`config.mk`:
```
export PLATFORM = sky130hd
export DESIGN_NAME = register_mode_cfg_ctrl
export DESIGN_NICKNAME = d
export VERILOG_FILES = /design/src/rtl/register_mode_pkg.sv /design/src/rtl/register_mode_cfg_slot.sv /design/src/rtl/register_mode_cfg_ctrl.sv
export SDC_FILE = /design/constraint.sdc
export NUM_CORES = 1
export LEC_CHECK = 0
export CORE_MARGIN = 1
export CORE_UTILIZATION = 30
export CTS_CLUSTER_SIZE = 12
export DETAILED_ROUTE_END_ITERATION = 7
export DONT_BUFFER_PORTS = 1
export PLACE_DENSITY = 0.43
export SYNTH_ARGS = -nofsm -noshare
export SYNTH_HDL_FRONTEND = slang
export SYNTH_SLANG_ARGS = --single-unit
```
`constraint.sdc`:
```
create_clock -name CLK -period 1.6 [get_ports CLK]
set_input_delay 0.16 -clock CLK [delete_from_list [all_inputs] [get_ports CLK]]
set_output_delay 0.16 -clock CLK [all_outputs]
set_load 0.005 [all_outputs]
```
`src/rtl/register_mode_pkg.sv`:
```
// rtl/register_mode_pkg.sv - shared mode constants, config opcodes and sequencer states
package register_mode_pkg;

   localparam logic [1:0] MODE_CONST  = 2'h0;
   localparam logic [1:0] MODE_VALUE  = 2'h1;
   localparam logic [1:0] MODE_BYPASS = 2'h2;
   localparam logic [1:0] MODE_DELAY  = 2'h3;

   typedef enum logic [1:0] {
      OP_WR_MODE  = 2'd0,
      OP_WR_CONST = 2'd1,
      OP_WR_REG   = 2'd2,
      OP_RD_REG   = 2'd3
   } cfg_op_e;

   typedef enum logic [2:0] {
      ST_IDLE    = 3'd0,
      ST_GATE    = 3'd1,
      ST_WRITE   = 3'd2,
      ST_RELEASE = 3'd3,
      ST_SAMPLE  = 3'd4
   } state_e;

endpackage

```
`src/rtl/register_mode_cfg_slot.sv`:
```
// rtl/register_mode_cfg_slot.sv - mode/const_ storage for one RegisterMode slot
module register_mode_cfg_slot
   import register_mode_pkg::*;
#(
   parameter int WIDTH = 4
) (
   input  logic             CLK,
   input  logic             ASYNCRESET,
   input  logic             mode_we,
   input  logic             const_we,
   input  logic [WIDTH-1:0] data,
   output logic [1:0]       mode,
   output logic [WIDTH-1:0] const_
);

   always_ff @(posedge CLK or posedge ASYNCRESET) begin
      if (ASYNCRESET) begin
         mode   <= MODE_CONST;
         const_ <= '0;
      end else begin
         if (mode_we)  mode   <= data[1:0];
         if (const_we) const_ <= data;
      end
   end

endmodule

```
`src/rtl/register_mode_cfg_ctrl.sv`:
```
// rtl/register_mode_cfg_ctrl.sv - config sequencer for NUM_REGS RegisterMode slots
// Build option CFG_READBACK_EN enables RD_REG readback through slot_value.
module register_mode_cfg_ctrl
   import register_mode_pkg::*;
#(
   parameter int NUM_REGS = 4,
   parameter int WIDTH    = 4,
   parameter int ADDR_W   = 2
) (
   input  logic                      CLK,
   input  logic                      ASYNCRESET,
   input  logic                      run,
   input  logic                      cfg_valid,
   output logic                      cfg_ready,
   input  logic [1:0]                cfg_op,
   input  logic [ADDR_W-1:0]         cfg_addr,
   input  logic [WIDTH-1:0]          cfg_data,
   output logic                      cfg_err,
   output logic [2*NUM_REGS-1:0]     mode,
   output logic [WIDTH*NUM_REGS-1:0] const_,
   output logic [NUM_REGS-1:0]       clk_en,
   output logic [NUM_REGS-1:0]       config_we,
   output logic [WIDTH-1:0]          config_data,
   input  logic [WIDTH*NUM_REGS-1:0] slot_value,
   output logic                      rd_valid,
   output logic [WIDTH-1:0]          rd_data
);

   state_e                   state, state_nx;
   logic [ADDR_W-1:0]        addr_q, tgt_nx;
   logic [WIDTH-1:0]         data_q;
   logic                     accept, err_nx, busy_nx;
   logic [2**ADDR_W-1:0]     addr_ok;
   logic [NUM_REGS-1:0]      sel, mode_we, const_we, clk_en_nx, we_nx;
   cfg_op_e                  op;

   assign accept = cfg_valid & cfg_ready;
   assign op     = cfg_op_e'(cfg_op);

   always_comb begin
      addr_ok = '0;
      for (int k = 0; k < 2**ADDR_W; k++) addr_ok[k] = (k < NUM_REGS);
      sel = '0;
      for (int i = 0; i < NUM_REGS; i++) sel[i] = (cfg_addr == ADDR_W'(i));
   end

   always_comb begin
      state_nx = state;
      err_nx   = 1'b0;
      mode_we  = '0;
      const_we = '0;
      case (state)
         ST_IDLE: begin
            if (accept) begin
               if (!addr_ok[cfg_addr]) begin
                  err_nx = 1'b1;
               end else begin
                  case (op)
                     OP_WR_MODE:  mode_we  = sel;
                     OP_WR_CONST: const_we = sel;
                     OP_WR_REG:   state_nx = ST_GATE;
                     OP_RD_REG: begin
`ifdef CFG_READBACK_EN
                        state_nx = ST_SAMPLE;
`else
                        err_nx = 1'b1;
`endif
                     end
                     default:     err_nx = 1'b1;
                  endcase
               end
            end
         end
         ST_GATE:    state_nx = ST_WRITE;
         ST_WRITE:   state_nx = ST_RELEASE;
         ST_RELEASE: state_nx = ST_IDLE;
         ST_SAMPLE:  state_nx = ST_IDLE;
         default:    state_nx = ST_IDLE;
      endcase
   end

   // Gating and the write strobe are derived from the next state so they stay registered outputs.
   always_comb begin
      tgt_nx  = (state == ST_IDLE) ? cfg_addr : addr_q;
      busy_nx = (state_nx == ST_GATE) || (state_nx == ST_WRITE) || (state_nx == ST_RELEASE);
      clk_en_nx = '0;
      we_nx     = '0;
      for (int i = 0; i < NUM_REGS; i++) begin
         clk_en_nx[i] = run & ~(busy_nx & (tgt_nx == ADDR_W'(i)));
         we_nx[i]     = (state_nx == ST_WRITE) & (tgt_nx == ADDR_W'(i));
      end
   end

   always_ff @(posedge CLK or posedge ASYNCRESET) begin
      if (ASYNCRESET) begin
         state       <= ST_IDLE;
         cfg_ready   <= 1'b0;
         addr_q      <= '0;
         data_q      <= '0;
         clk_en      <= '0;
         config_we   <= '0;
         config_data <= '0;
         cfg_err     <= 1'b0;
      end else begin
         state     <= state_nx;
         cfg_ready <= (state_nx == ST_IDLE);
         if (accept) begin
            addr_q <= cfg_addr;
            data_q <= cfg_data;
         end
         clk_en    <= clk_en_nx;
         config_we <= we_nx;
         cfg_err   <= err_nx;
         if (state_nx == ST_WRITE) config_data <= data_q;
      end
   end

   for (genvar g = 0; g < NUM_REGS; g++) begin : g_slot
      register_mode_cfg_slot #(.WIDTH(WIDTH)) u_slot (
         .CLK        (CLK),
         .ASYNCRESET (ASYNCRESET),
         .mode_we    (mode_we[g]),
         .const_we   (const_we[g]),
         .data       (cfg_data),
         .mode       (mode[2*g +: 2]),
         .const_     (const_[WIDTH*g +: WIDTH])
      );
   end

`ifdef CFG_READBACK_EN
   logic [WIDTH-1:0] rd_mux;

   always_comb begin
      rd_mux = '0;
      for (int i = 0; i < NUM_REGS; i++)
         if (addr_q == ADDR_W'(i)) rd_mux = slot_value[i*WIDTH +: WIDTH];
   end

   always_ff @(posedge CLK or posedge ASYNCRESET) begin
      if (ASYNCRESET) begin
         rd_valid <= 1'b0;
         rd_data  <= '0;
      end else begin
         rd_valid <= (state == ST_SAMPLE);
         if (state == ST_SAMPLE) rd_data <= rd_mux;
      end
   end
`else
   logic unused_slot_value;
   assign unused_slot_value = ^slot_value;
   assign rd_valid = 1'b0;
   assign rd_data  = '0;
`endif

endmodule
```
==> metrics.md, run 1 <==
| Metric | Value |
|---|---|
| CTS tree | built |
| Number of buffers inserted by post-CTS setup repair | 0 |
| RD Place Congestion | around 0.78 |
| Fin crit share | 0.945 |
| EDFF count, synth | 0 |
| Antenna cells | 0 |
| Post-Syn Instances | approximately 140 |
| Critical Path Start Type | flop |
| Tot GR Track Use | 0.123 |
| Asr flop ratio synth | 1.00 |
| CTS root buffer | clkbuf_8 |
| Metal2 WL | between 1500 and 2000 um |
| Unrepaired setup endpoints after global routing | no |
| Skew final | 4.75 ps |
| Remaining Overflow, GRT | 0 |
| Post-synth cell types | 26 |
| Met3 wire len | roughly 310 um |
| Slew Viols, Final | 0 |
| Leading cell types by count after synthesis | 47 x dfrtp_1, 33 x mux2_2, 8 x nand3_1 |
| Fill cell count | just under 600 |
| Slowest stage delay, CP | 480 ps |
| Starting Density | 0.317 |
| Synthesis-to-layout area growth | 17.1% |
| Initial antenna violation count | 0 |
| Num rows | 28 |
| Layout Cells excl Fill | around 230 |
| Detailed-router iteration count before antenna repair | 4 |
| Slowest CP cell | dfrtp_2 |
| Drt wl/cell | 16.9 um |
| Core box area | approximately 6100 um^2 |
| Number of endpoints failing setup at the final stage | 0 |
| ANT nets after route | 0 |
| IO buf count | 0 |
| Total power | 2.62 mW |
| VDD IR max | ~0.00055 V |
| Layout cell share with drive strength beyond 1 | 0.350 |
| Worst min path class | primary input to flop |
| Sink Count | between 40 and 50 |
| Critical-path cell list | nor4b_2 -> buf_4 -> nand3_2 -> mux2_2 |
| Placed Instances | about 210 |
| First-pass GRT wire length | about 6000 um |
| Met1 WL | between 1500 and 2000 um |
| Hold Fails Final Rpt | 0 |
| DRC viols | 0 |
| Warnings from Yosys | 0 |
| Hpwl dp | approximately 2700 um |
| Largest net degree at the start of global routing | 27 |
| Vias per inst | slightly below 5 |
| Post-synthesis sequential area ratio | 0.612 |
| Worst Path Arrival | around 1700 ps |
| Maximum clock rate | ~0.66 GHz |
| Reg clk slew, reported paths | ~80 ps |
| Top_reg_cell synth | dfrtp_1 |
| Drt initial violations | 30 |
| Final Core Density | 0.371 |
| CTS buffer count | 5 |
| Vias | 1130 |
| Synth Register Bits | 47 |
| Worst Path Required | ~1800 ps |
| Die ar. | 6730 um^2 |
| Area share of the largest cell type after synthesis | 0.612 |
| Clock tree buffer depth | 2 |
| Pwr dens | between 1000 and 1500 nW/um^2 |
| CTS HTree Levels | 2 |
| Vias in the first global route | 1196 |
| Leading area contributor after synthesis | dfrtp_1 |
| Chip width | ~82 um |
| Clk Latency, worst-skew pair | around 290 ps |
| Crit path kind | flop to flop |
| Final Critical Period | roughly 1500 ps |
| # IOs | 71 |
| Most frequent cell after synthesis | dfrtp_1 |
| Fin nets | about 180 |
| DRT Wirelength | approximately 3900 um |
| R2R setup slack | 90 ps |
| Synthesized area | about 1900 um^2 |
| DIE HEIGHT | 82.0 um |
| Outcome | completed |
| Critical Path Sink Type | flop |
| CP Max Fanout | 6 |
| Syn Area/Cell | 14.1 um^2 |
| Largest cells by area after synthesis | dfrtp_1 61%, mux2_2 19%, nand3_1 2.1% |
| Max-Cap Viols | 0 |
| Leakage | slightly above 1 nW |
| Highest routed layer | met4 |
==> power breakdown <==
group	internal [mW]	switching, mW
logic	0.220	0.132
clock network	0.307	0.374
registers	1.40	0.183
total	1.93	0.688
==> state kept, by name, indices dropped and copies added (netlist names) <==
register / count
addr_q: 2
cfg_err: 1
cfg_ready: 1
clk_en: 4
config_data: 4
config_we: 4
data_q: 4
g_slot.u_slot.const_: 16
g_slot.u_slot.mode: 8
state: 3
==> stage by stage <==
stage	TNS [ps]	area (um^2)	hold WS [ps]	setup slack [ps]
floorplan	0	1940	272	100
global placement	0	2040	94.5	37.7
detailed placement	0	2040	104	8.15
CTS	-14.3	2180	0.0525	-7.60
global route	0	2250	-0.193	14.8
finish	0	2250	9.63	87.9
==> placed cells by master (no fill, tap or decap) <==
cell / count
dfrtp_1: 45
mux2_2: 33
dlygate4sd3_1: 10
nor2_1: 6
conb_1: 6
nor2b_1: 5
nand2_1: 5
o21a_1: 5
clkbuf_8: 5
nand3_1: 4
nand3_2: 4
buf_4: 4
mux2i_1: 3
and3b_1: 2
and3_1: 2
clkbuf_1: 2
dfrtp_2: 2
nor4_4: 1
nor4b_2: 1
nor3b_2: 1
xnor2_1: 1
and4b_1: 1
a2bb2oi_1: 1
or3_1: 1
nor3b_1: 1
mux2_4: 1
nor3_1: 1
inv_2: 1
a21o_1: 1
clkinv_2: 1
buf_12: 1
==> metal layers <==
layer	up-vias	track usage
met4	0	0.0474
met2	43	0.195
met1	569	0.150
li1	511	-
met3	7	0.0478
met5	-	0
==> critical path, delay by kind of cell, from the launching register on <==
family	cells	cell delay (ps)
buffers and inverters	1	180
flip-flops	1	480
multiplexers	1	310
AND/OR/NAND/NOR	2	430
==> path summary, 6_finish.rpt <==
check | startpoint | end | depth (start not counted)
max in group asynchronous | ASYNCRESET | g_slot[1].u_slot.mode[0] | 3
setup / recovery | state[0] | g_slot[0].u_slot.const_[0] | 4
min in group asynchronous | ASYNCRESET | addr_q[0] | 2
hold / removal | cfg_op[0] | cfg_err | 2
hold reg to reg | data_q[0] | config_data[0] | 1
setup reg to reg | state[0] | g_slot[0].u_slot.const_[0] | 4
==> what timing repair did <==
action | CTS | global route
endpoints found under the setup margin | 5 | 16
endpoints found under the hold margin | 29 | 6
gates resized for setup | 1 | 6
hold buffers | 6 | 4
==> cells by family after synthesis <==
kind of cell,after synthesis,share of synthesized area
AND/OR/NAND/NOR,35,0.110
buffers and inverters,8,0.0261
other,1,0.00195
AO/OA/AOI/OAI,7,0.0280
XOR/XNOR,1,0.00456
flip-flops,47,0.612
multiplexers,37,0.217
==> layout make-up <==
class / instances / area, um^2 / area share
clock buffers: 7 / 76.3 / 0.0339
clock inverters: 1 / 5.00 / 0.00222
inverters: 1 / 3.75 / 0.00167
multi-input cells: 86 / 742 / 0.330
flip-flops and latches: 47 / 1180 / 0.524
well taps: 75 / 93.8 / 0.0417
repair buffers: 15 / 150 / 0.0667
(Power assumes the default switching activity.)
==> run 2, diff against run 1 <==
CORE_UTILIZATION = 43   (was 30)
PLACE_DENSITY = 0.58   (was 0.43)
TNS_END_PERCENT = 100   (was not set)
==> metrics.md, run 2 (synthesis gave the netlist of run 1 again) <==
| Metric | Value |
|---|---|
| Outcome | completed |
| DRT Wirelength | about 3400 um |
| Detailed-router iteration count before antenna repair | 4 |
| Fin crit share | 0.958 |
| Worst Path Arrival | 1710 ps |
| Vias | ~1100 |
| Reg clk slew, reported paths | approximately 80 ps |
| Crit path kind | flop to flop |
| Maximum clock rate | 0.652 GHz |
| Slowest CP cell | dfrtp_1 |
| First-pass GRT wire length | about 5600 um |
| Placed Area | around 2000 um^2 |
| Slew Viols, Final | 0 |
| Critical-path cell list | nor4b_4 -> nand3_1 -> mux2_2 |
| Total power | ~2.8 mW |
| CTS tree | built |
| CTS HTree Levels | 2 |
| Layout Cells excl Fill | just over 200 |
| Antenna cells | 0 |
| Initial antenna violation count | 0 |
| Max-Cap Viols | 0 |
| Clock tree buffer depth | 2 |
| Sink Count | 47 |
| Pwr dens | roughly 1300 nW/um^2 |
| Critical Path Sink Type | flop |
| Placed Instances | ~190 |
| CP delay by family, top | simple AND/OR/NAND/NOR gates |
| Die ar. | about 4700 um^2 |
| Layout cell share with drive strength beyond 1 | 0.338 |
| Number of endpoints failing setup at the final stage | 0 |
| CTS buffer count | 5 |
| Drt wl/cell | approximately 17 um |
| Slowest stage delay, CP | roughly 440 ps |
| Vias in the first global route | 1162 |
| DIE HEIGHT | approximately 69 um |
| Tot GR Track Use | 0.168 |
| Num rows | 23 |
| VDD IR max | 0.000657 V |
| Hpwl dp | around 2600 um |
| Most frequent cells in the layout | 47 x dfrtp_1, 33 x mux2_2, 8 x nand3_1 |
| Hold Fails Final Rpt | 0 |
| ANT nets after route | 0 |
| CTS root buffer | clkbuf_8 |
| Max FFs per register | 16 |
| Max-slew headroom | 0.616 |
| Vias per inst | roughly 5.4 |
| Worst Tran Pin Value | between 500 and 600 ps |
| Commonest non-fill, non-tap cell in the layout | dfrtp_1 |
| Core box area | roughly 4100 um^2 |
| Critical Path Start Type | flop |
| Drt initial violations | 20 |
| Remaining Overflow, GRT | 0 |
| Skew final | a little under 8 ps |
| Worst Path Required | approximately 1800 ps |
| CP Max Fanout | 4 |
| Buffers & Inverters on Critical Path | 0 |
| Clk Latency, worst-skew pair | around 300 ps |
| Chip width | approximately 69 um |
| Leakage | approximately 1.0 nW |
| Fin nets | roughly 180 |
| Largest regs | g_slot.u_slot.const_: 16 flops, g_slot.u_slot.mode: 8 flops |
| Reg with most FFs | g_slot.u_slot.const_ |
| Starting Density | 0.463 |
| WHS | around 11 ps |
| Synthesis-to-layout area growth | 15.0% |
| Unrepaired setup endpoints after global routing | yes |
| RD Place Congestion | 0.730 |
| Final Critical Period | 1530 ps |
| Final Cell Area | approximately 2200 um^2 |
| Largest net degree at the start of global routing | 28 |
| IO buf count | 0 |
| Worst min path class | primary input to flop |
| DRC viols | 0 |
| # IOs | between 70 and 80 |
[run 2: layout make-up]
class / instances / area (um^2)
Sequential cell: 47 / 1180
Fill cell: 370 / 1940
Tap cell: 50 / 62.6
Clock inverter: 2 / 35.0
Multi-Input combinational cell: 86 / 728
Clock buffer: 6 / 82.6
Timing Repair Buffer: 12 / 120
Inverter: 1 / 3.75
[run 2: repair_timing]
item | CTS | global route
hold endpoints to repair | 35 | 1
hold buffers | 6 | 1
gates resized for setup | 0 | 2
setup endpoints to repair | 8 | 17
setup buffers | 0 | 0
cloned | 0 | 0
[run 2: path summary, 6_finish.rpt]
kind | endpoint | start | slack, ps | cells past startpoint
max | g_slot[0].u_slot.const_[2] | state[0] | 70 | 3
min | g_slot[0].u_slot.const_[1] | cfg_data[1] | 10 | 1
max reg2reg | g_slot[0].u_slot.const_[2] | state[0] | 70 | 3
min reg2reg | data_q[2] | data_q[2] | 510 | 1
max in group asynchronous | addr_q[0] | ASYNCRESET | 710 | 3
min in group asynchronous | config_data[0] | ASYNCRESET | 380 | 2
[run 2: metal layers]
metal	vias to the layer above	global-route usage	share of wire
met5	-	0	0
met4	0	0.0689	0.017
met3	6	0.0576	0.095
met2	48	0.273	0.49
met1	554	0.204	0.40
li1	500	-	-
[run 2: metrics by stage]
stage	TNS [ps]	setup slack [ps]	util
2_1_floorplan	0	100	-
5_1_grt	-327	-36.1	0.533
4_1_cts	-116	-26.6	0.527
6_report	0	66.9	0.533
3_3_place_gp	0	28.3	0.484
3_5_place_dp	0	0.947	0.484
[run 2: power breakdown]
group	total, mW	internal (mW)	switching (mW)
Combinational	0.348	0.217	0.130
Clock	0.874	0.505	0.369
Sequential	1.57	1.40	0.171
==> run 3, diff against run 2 <==
CORE_MARGIN = 2   (was 1)
==> metrics.md, run 3 (synthesis gave the netlist of run 1 again) <==
| Metric | Value |
|---|---|
| Core box area | 4320 um^2 |
| Chip width | slightly above 70 um |
| Skew final | 2.94 ps |
| Fin nets | 182 |
| # IOs | 71 |
| Placed Area | roughly 2000 um^2 |
| Critical Path Sink Type | flop |
| R2R depth | 3 |
| Fin crit share | 0.968 |
| Max-Cap Viols | 0 |
| DIE HEIGHT | 70.8 um |
| Remaining Overflow, GRT | 0 |
| Leakage | ~1.0 nW |
| CTS HTree Levels | 2 |
| Clk Latency, worst-skew pair | between 200 and 300 ps |
| Final Critical Period | between 1500 and 2000 ps |
| Sink Count | 47 |
| CP Max Fanout | 6 |
| Unrepaired setup endpoints after global routing | yes |
| Post-Place Setup Slack | -52.2 ps |
| Number of endpoints failing setup at the final stage | 0 |
| Worst Path Arrival | 1730 ps |
| DRT Wirelength | around 3600 um |
| DRC viols | 0 |
| Total power | 2.59 mW |
| Outcome | completed |
| Slew Viols, Final | 0 |
| VDD IR max | between 0.0007 and 0.0008 V |
| Hold Startpoint | cfg_data[1] |
| First-pass GRT wire length | between 5000 and 6000 um |
| Final worst setup slack | a little over 50 ps |
| Vias | about 1100 |
| Vias in the first global route | 1113 |
| Commonest non-fill, non-tap cell in the layout | dfrtp_1 |
| Worst Path Required | 1780 ps |
| Hold Path End | g_slot[2].u_slot.mode[1] |
| Pwr dens | 1190 nW/um^2 |
| Maximum clock rate | about 0.65 GHz |
| Drt wl/cell | 17.2 um |
| IO buf count | 0 |
| Die ar. | about 5000 um^2 |
| Initial antenna violation count | 0 |
| Reg clk slew, reported paths | ~80 ps |
| Layout cell share with drive strength beyond 1 | 0.316 |
| CTS tree | built |
| WHS | 14.0 ps |
| Reg with most FFs | g_slot.u_slot.const_ |
| Largest regs | g_slot.u_slot.const_: 16 flops, g_slot.u_slot.mode: 8 flops |
| Worst min path class | primary input to flop |
| Drt initial violations | between 40 and 50 |
| Hpwl dp | between 2000 and 3000 um |
| CTS buffer count | 5 |
| Tot GR Track Use | 0.151 |
| R2R setup slack | 50 ps |
| CTS root buffer | clkbuf_8 |
| Critical Path Start Type | flop |
| Most frequent cells in the layout | 47 x dfrtp_1, 33 x mux2_2, 8 x nand3_1, 8 x dlygate4sd3_1 |
| Antenna cells | 0 |
| Max FFs per register | 16 |
| Hold Fails Final Rpt | 0 |
| ANT nets after route | 0 |
| Vias per inst | ~5.3 |
| Synthesis-to-layout area growth | 13.4% |
| R2R Path End | g_slot[1].u_slot.const_[2] |
| Crit path kind | flop to flop |
| Clock tree buffer depth | 2 |
| Detailed-router iteration count before antenna repair | 4 |
| Num rows | 24 |
| RR Startpoint | state[0] |
| Largest net degree at the start of global routing | 26 |
| Hold Path Cell Cnt | 1 |
| Final Cell Area | between 2000 and 2500 um^2 |
| RD Place Congestion | around 0.82 |
| Starting Density | 0.444 |
[run 3: worst max path at each step]
| stage | endpoint | start | slack (ps) | depth (start not counted) |
|---|---|---|---|---|
| after floorplan | clk_en[3] | state[2] | 100 | 4 |
| after global placement | g_slot[1].u_slot.const_[3] | state[0] | -10 | 3 |
| after detailed placement | g_slot[1].u_slot.const_[2] | state[0] | -50 | 3 |
| after CTS | g_slot[1].u_slot.const_[2] | state[0] | 20 | 3 |
| after global routing | g_slot[3].u_slot.const_[2] | state[0] | -50 | 3 |
| final | g_slot[1].u_slot.const_[2] | state[0] | 50 | 3 |
[run 3: cell type report]
| type | instances | area [um^2] |
|---|---|---|
| sequential | 47 | 1180 |
| clock buffer | 7 | 76.3 |
| fill | 392 | 2150 |
| multi-input combinational | 86 | 722 |
| clock inverter | 1 | 5.00 |
| tap | 52 | 65.1 |
| inverter | 1 | 3.75 |
| timing repair buffer | 13 | 130 |
[run 3: power breakdown]
part / internal (mW) / switching (mW)
Combinational: 0.218 / 0.132
Sequential: 1.40 / 0.175
Clock: 0.307 / 0.354
Total: 1.93 / 0.660
[run 3: stage by stage]
step                      std cells  TNS, ps  utilization
after detailed placement        191     -269        0.464
final                           207        0        0.504
after floorplan                 141        0            -
after global routing            207     -369        0.504
after global placement          191    -44.1        0.464
after CTS                       203        0        0.495
[run 3: critical path: stages (launching register included)]
cell	delay, ps
dfrtp_1	470
nor4b_4	380
nand3_1	260
mux2_2	340
[run 3: routing by layer]
layer | track usage | wire length (um) | vias to the layer above
li1 | - | - | 498
met3 | 0.0598 | 349 | 7
met1 | 0.185 | 1370 | 545
met2 | 0.241 | 1770 | 47
met5 | 0 | 0 | -
met4 | 0.0587 | 68 | 0
[run 3: timing repair]
action,CTS,global route
resized for setup,1,0
hold buffers,4,4
setup buffers,0,0
endpoints found under the setup margin,16,16
hold endpoints to repair,27,10
==> RTL edit 1 (flow settings as in run 1) <==
Encoding of `state_e`: now Gray code (3 bits for 5 states).
--- a/src/rtl/register_mode_pkg.sv
+++ b/src/rtl/register_mode_pkg.sv
@@ -14,11 +14,11 @@
    } cfg_op_e;
 
    typedef enum logic [2:0] {
-      ST_IDLE    = 3'd0,
-      ST_GATE    = 3'd1,
-      ST_WRITE   = 3'd2,
-      ST_RELEASE = 3'd3,
-      ST_SAMPLE  = 3'd4
+      ST_IDLE    = 3'b000,
+      ST_GATE    = 3'b001,
+      ST_WRITE   = 3'b011,
+      ST_RELEASE = 3'b010,
+      ST_SAMPLE  = 3'b110
    } state_e;
 
 endpackage
Check against the original RTL: no difference found for any inputs over 10 cycles, from zero or initial values and one cycle with ASYNCRESET high; not proved beyond that.
==> RTL edit 1 against run 1 <==
Via count fell by 2.0%; sequential cell count did not move; power rose by 3.7%; cell area rose by 0.67%; synthesized area rose by 0.52%; clock skew rose by 0.0041 ns; routed wire length fell by 1.1%; sequential power fell by 4%; global-route usage rose by 0.24 points; first-iteration DRC count fell by 37%; setup slack got worse by 0.035 ns.
==> RTL edit 1: results (changes against run 1) <==
[cells_and_area]
register_area_um2 = 1180  ; -0.21%
seq-cell-share_pct = 51.9  ; -0.46 points
multi_input_area_share_pct = 32.8  ; -0.16 points
nonClkBufAreaFrac_pct = 5.75  ; -0.93 points
layout-drive-gt1-share_pct = 34.6  ; -0.39 points
nonClockBufferCount = 13  ; -2
multi_input_comb_cells = 84  ; -2.3%
num-clock-buffers = 6  ; -1
clk_share_pct = 5.19  ; +1.6 points
nFillCells = 605  ; +1.3%
fin_nets = 180  ; -2.2%

[worst_setup_path]
slowest_delay_ns = 0.42  ; -0.06 ns
r2r_setup_slack_ns = 0.05  ; -0.04 ns
arrival_ns = 1.73  ; +0.03 ns
critical-path-slowest-cell = dfrtp_1
crit_end = g_slot[3].u_slot.mode[1]

[placed_design]
place.port_buffers = 0  ; unchanged
routabilityCongestion = 0.696  ; -11%
dp.cells = 212  ; -0.93%
place_area_um2 = 2050  ; +0.74%
pre_cts_slack_ns = 0.0574  ; +0.0492 ns
dp_hpwl_um = 2750  ; +0.62%

[grt]
grt_pass1_vias = 1162  ; -2.8%
grt_usage_pct = 12.5  ; +0.24 points
grt_max_degree = 26  ; -3.7%
grt_pass1_wl_um = 6110  ; +0.91%

[yosys]
synth_seq_area_share_pct = 60.9  ; -0.32 points
synth.distinct_cells = 25  ; -3.8%
synth_area_leaders = dfrtp_1 61%, mux2_2 19%, nand3_1 2.1%
synth.cells.most_frequent = 47 x dfrtp_1, 32 x mux2_2, 8 x nand3_1
postSynthCellCount = 133  ; -2.2%

[pwr]
p_leak_nw = 1.04  ; +1.2%
irDropWorstVdd_mv = 0.518  ; -5.3%

[cts]
h-tree-depth = 2  ; unchanged
worstSkewPairLatency_ns = 0.29  ; about the same
cts_sinks = 47  ; unchanged

[sta]
fin_skew_ns = 0.00889  ; +0.00414 ns

[detailed_routing]
wl_um = 3880  ; -1.1%
vias_per_cell = 4.86  ; -0.32%
drt_first_iter_violations = 19  ; -37%
first_pass_iters = 2  ; -2

[outcome]
status = finished clean

## RTL edit 1: worst min-delay path by stage
stage | from | endpoint | slack [ns] | depth (start not counted)
after detailed placement | ASYNCRESET | config_data[3] | 0.12 | 1
after CTS | cfg_data[0] | g_slot[1].u_slot.const_[0] | 0.002 | 1
final | cfg_data[0] | g_slot[1].u_slot.mode[0] | 0.02 | 1
after global routing | cfg_data[0] | g_slot[1].u_slot.mode[0] | 0.0001 | 1
after global placement | ASYNCRESET | config_data[2] | 0.12 | 1
after floorplan | run | clk_en[0] | 0.28 | 1
## RTL edit 1: cells by family after synthesis
logic type             Yosys count  share of synthesized area, %
DFF                             47                          60.9
muxes                           36                          20.8
and+or+nand+nor                 33                          12.3
AOI/OAI and AO/OA                9                          3.44
buffers and inverters            7                          2.33
other                            1                         0.194
## RTL edit 1: per-layer routing
| metal | part of all wire, % | track usage [%] | up-vias | wire [um] |
|---|---|---|---|---|
| li1 | - | - | 500 | - |
| met1 | 43 | 15.3 | 566 | 1670 |
| met2 | 49 | 19.6 | 36 | 1880 |
| met3 | 7.2 | 5.05 | 5 | 281 |
| met4 | 1.1 | 5.26 | 0 | 44 |
| met5 | 0 | 0 | - | 0 |
## RTL edit 1: what timing repair did
item | in CTS | in global routing
hold buffers | 4 | 4
setup endpoints to repair | 0 | 8
gates resized for setup | 0 | 3
hold endpoints to repair | 30 | 10
## RTL edit 1: worst max-delay path: cells and delay by family (launching register included)
family	cells	cell delay (ns)
AND/OR/NAND/NOR	2	0.53
flip-flops	1	0.42
multiplexers	1	0.31
buffers and inverters	1	0.18
## RTL edit 1: report_power, final
part           switching [mW]  internal [mW]  leakage (nW)
Sequential              0.152           1.38         0.596
Combinational           0.121          0.188         0.380
Clock                   0.373          0.505        0.0612
==> RTL edit 2 (config.mk and constraints of run 1) <==
Without the edit above. The option `CFG_READBACK_EN` is turned on by a define.
--- a/src/rtl/register_mode_cfg_ctrl.sv
+++ b/src/rtl/register_mode_cfg_ctrl.sv
@@ -1,5 +1,7 @@
 // rtl/register_mode_cfg_ctrl.sv - config sequencer for NUM_REGS RegisterMode slots
 // Build option CFG_READBACK_EN enables RD_REG readback through slot_value.
+`define CFG_READBACK_EN
+
 module register_mode_cfg_ctrl
    import register_mode_pkg::*;
 #(
Behaviour: not the same (Yosys sat finds a counterexample within 4 cycles, from zero or initial values and one cycle with ASYNCRESET high).
==> RTL edit 2 against run 1 <==
Sequential share of layout area shrank 2.8 points; critical path type unchanged; synthesized area grew 17%; cell area rose by 15%; non-clock buffer count rose by 4; critical path depth stayed put; setup slack lost 0.021 ns; clock skew increased by 0.0035 ns; sequential cell count rose by 4; synthesized cell count increased by 12%; routed wire length increased by 20%; global-route usage rose by 0.45 points.
Power is not compared: it rests on default switching activity, and its combinational part moved more than twofold at a synthesized area within 25%.
==> RTL edit 2: results (changes against run 1) <==
[outcome]
status = finished clean

[hold_path]
min_from = run
hold_path_depth = 1  ; -1
min_to = clk_en[3]

[cells_and_area]
multi_input_area_um2 = 897  ; +21%
fin_nets = 198  ; +7.6%
n_all_inverters = 2  ; +1
nonClockBufferCount = 19  ; +4
nFillCells = 759  ; +27%
layout-drive-gt1-share_pct = 44.4  ; +9.4 points
register_area_um2 = 1280  ; +8.6%
clk_share_pct = 3.73  ; +0.12 points
num-clock-buffers = 5  ; -2

[worst_setup_path]
r2r-start = state[1]
cp_max_fo = 4  ; -2
arrival_ns = 1.78  ; +0.08 ns
slowest_delay_ns = 0.46  ; -0.02 ns

[detailed_routing]
wl_um = 4700  ; +20%
wl_met1_um = 1860  ; +12%
vias_per_cell = 4.81  ; -1.2%
drt_first_iter_violations = 24  ; -20%
met3WireLength_um = 500  ; +62%
dr_wl_met2_um = 2300  ; +21%

[cts]
worstSkewPairLatency_ns = 0.31  ; +0.02 ns

[yosys]
synth.cells.most_frequent = 51 x dfrtp_1, 38 x mux2_2, 5 x nand3_1, 5 x nor2_1
synth_xor_xnor_area_share_pct = 0.391  ; -0.065 points
synth_mux_area_share_pct = 25.1  ; +3.4 points
synth_area_leaders = dfrtp_1 57%, mux2_2 19%, mux4_2 4.0%
synth-compound-area-share_pct = 4.02  ; +1.2 points
synth.distinct_cells = 32  ; +23%
postSynthCellCount = 152  ; +12%

[grt]
met2_usage_pct = 21.2  ; +1.7 points
grt_usage_pct = 12.8  ; +0.45 points
grt_pass1_wl_um = 7330  ; +21%
grt_pass1_vias = 1385  ; +16%

[placed_design]
dp.cells = 252  ; +18%
routabilityCongestion = 0.706  ; -9.6%
pre_cts_slack_ns = 0.0450  ; +0.0368 ns
dp_hpwl_um = 3430  ; +25%

[die]
core.rowCount = 31  ; +11%

[sta]
fin_skew_ns = 0.00823  ; +0.00348 ns

RTL edit 2: cell count changes after synthesis, sizes merged, moves of 2 or more:
cell	change
clkbuf	+2
dfrtp	+4
a21oi	+2
nand2b	+4
a21boi	+4
nand3	-3
o21a	-5
nor3	+2
mux2	+5
nand4	+3
nor2b	-4
mux4	+4
RTL edit 2: power groups by stage:
stage	clock, mW	combinational [mW]	sequential, mW
after CTS	0.819	1.30	2.25
after floorplan	0	1.18	2.06
after global routing	0.867	1.51	2.32
final	0.788	1.37	2.23
after global placement	0	1.22	2.26
after detailed placement	0	1.26	2.28
RTL edit 2: what timing repair did:
| item | 4_1_cts | 5_1_grt |
|---|---|---|
| gates resized for setup | 0 | 3 |
| setup endpoints to repair | 0 | 8 |
| buffers inserted | 0 | 2 |
| hold buffers | 8 | 0 |
| endpoints found under the hold margin | 47 | 0 |
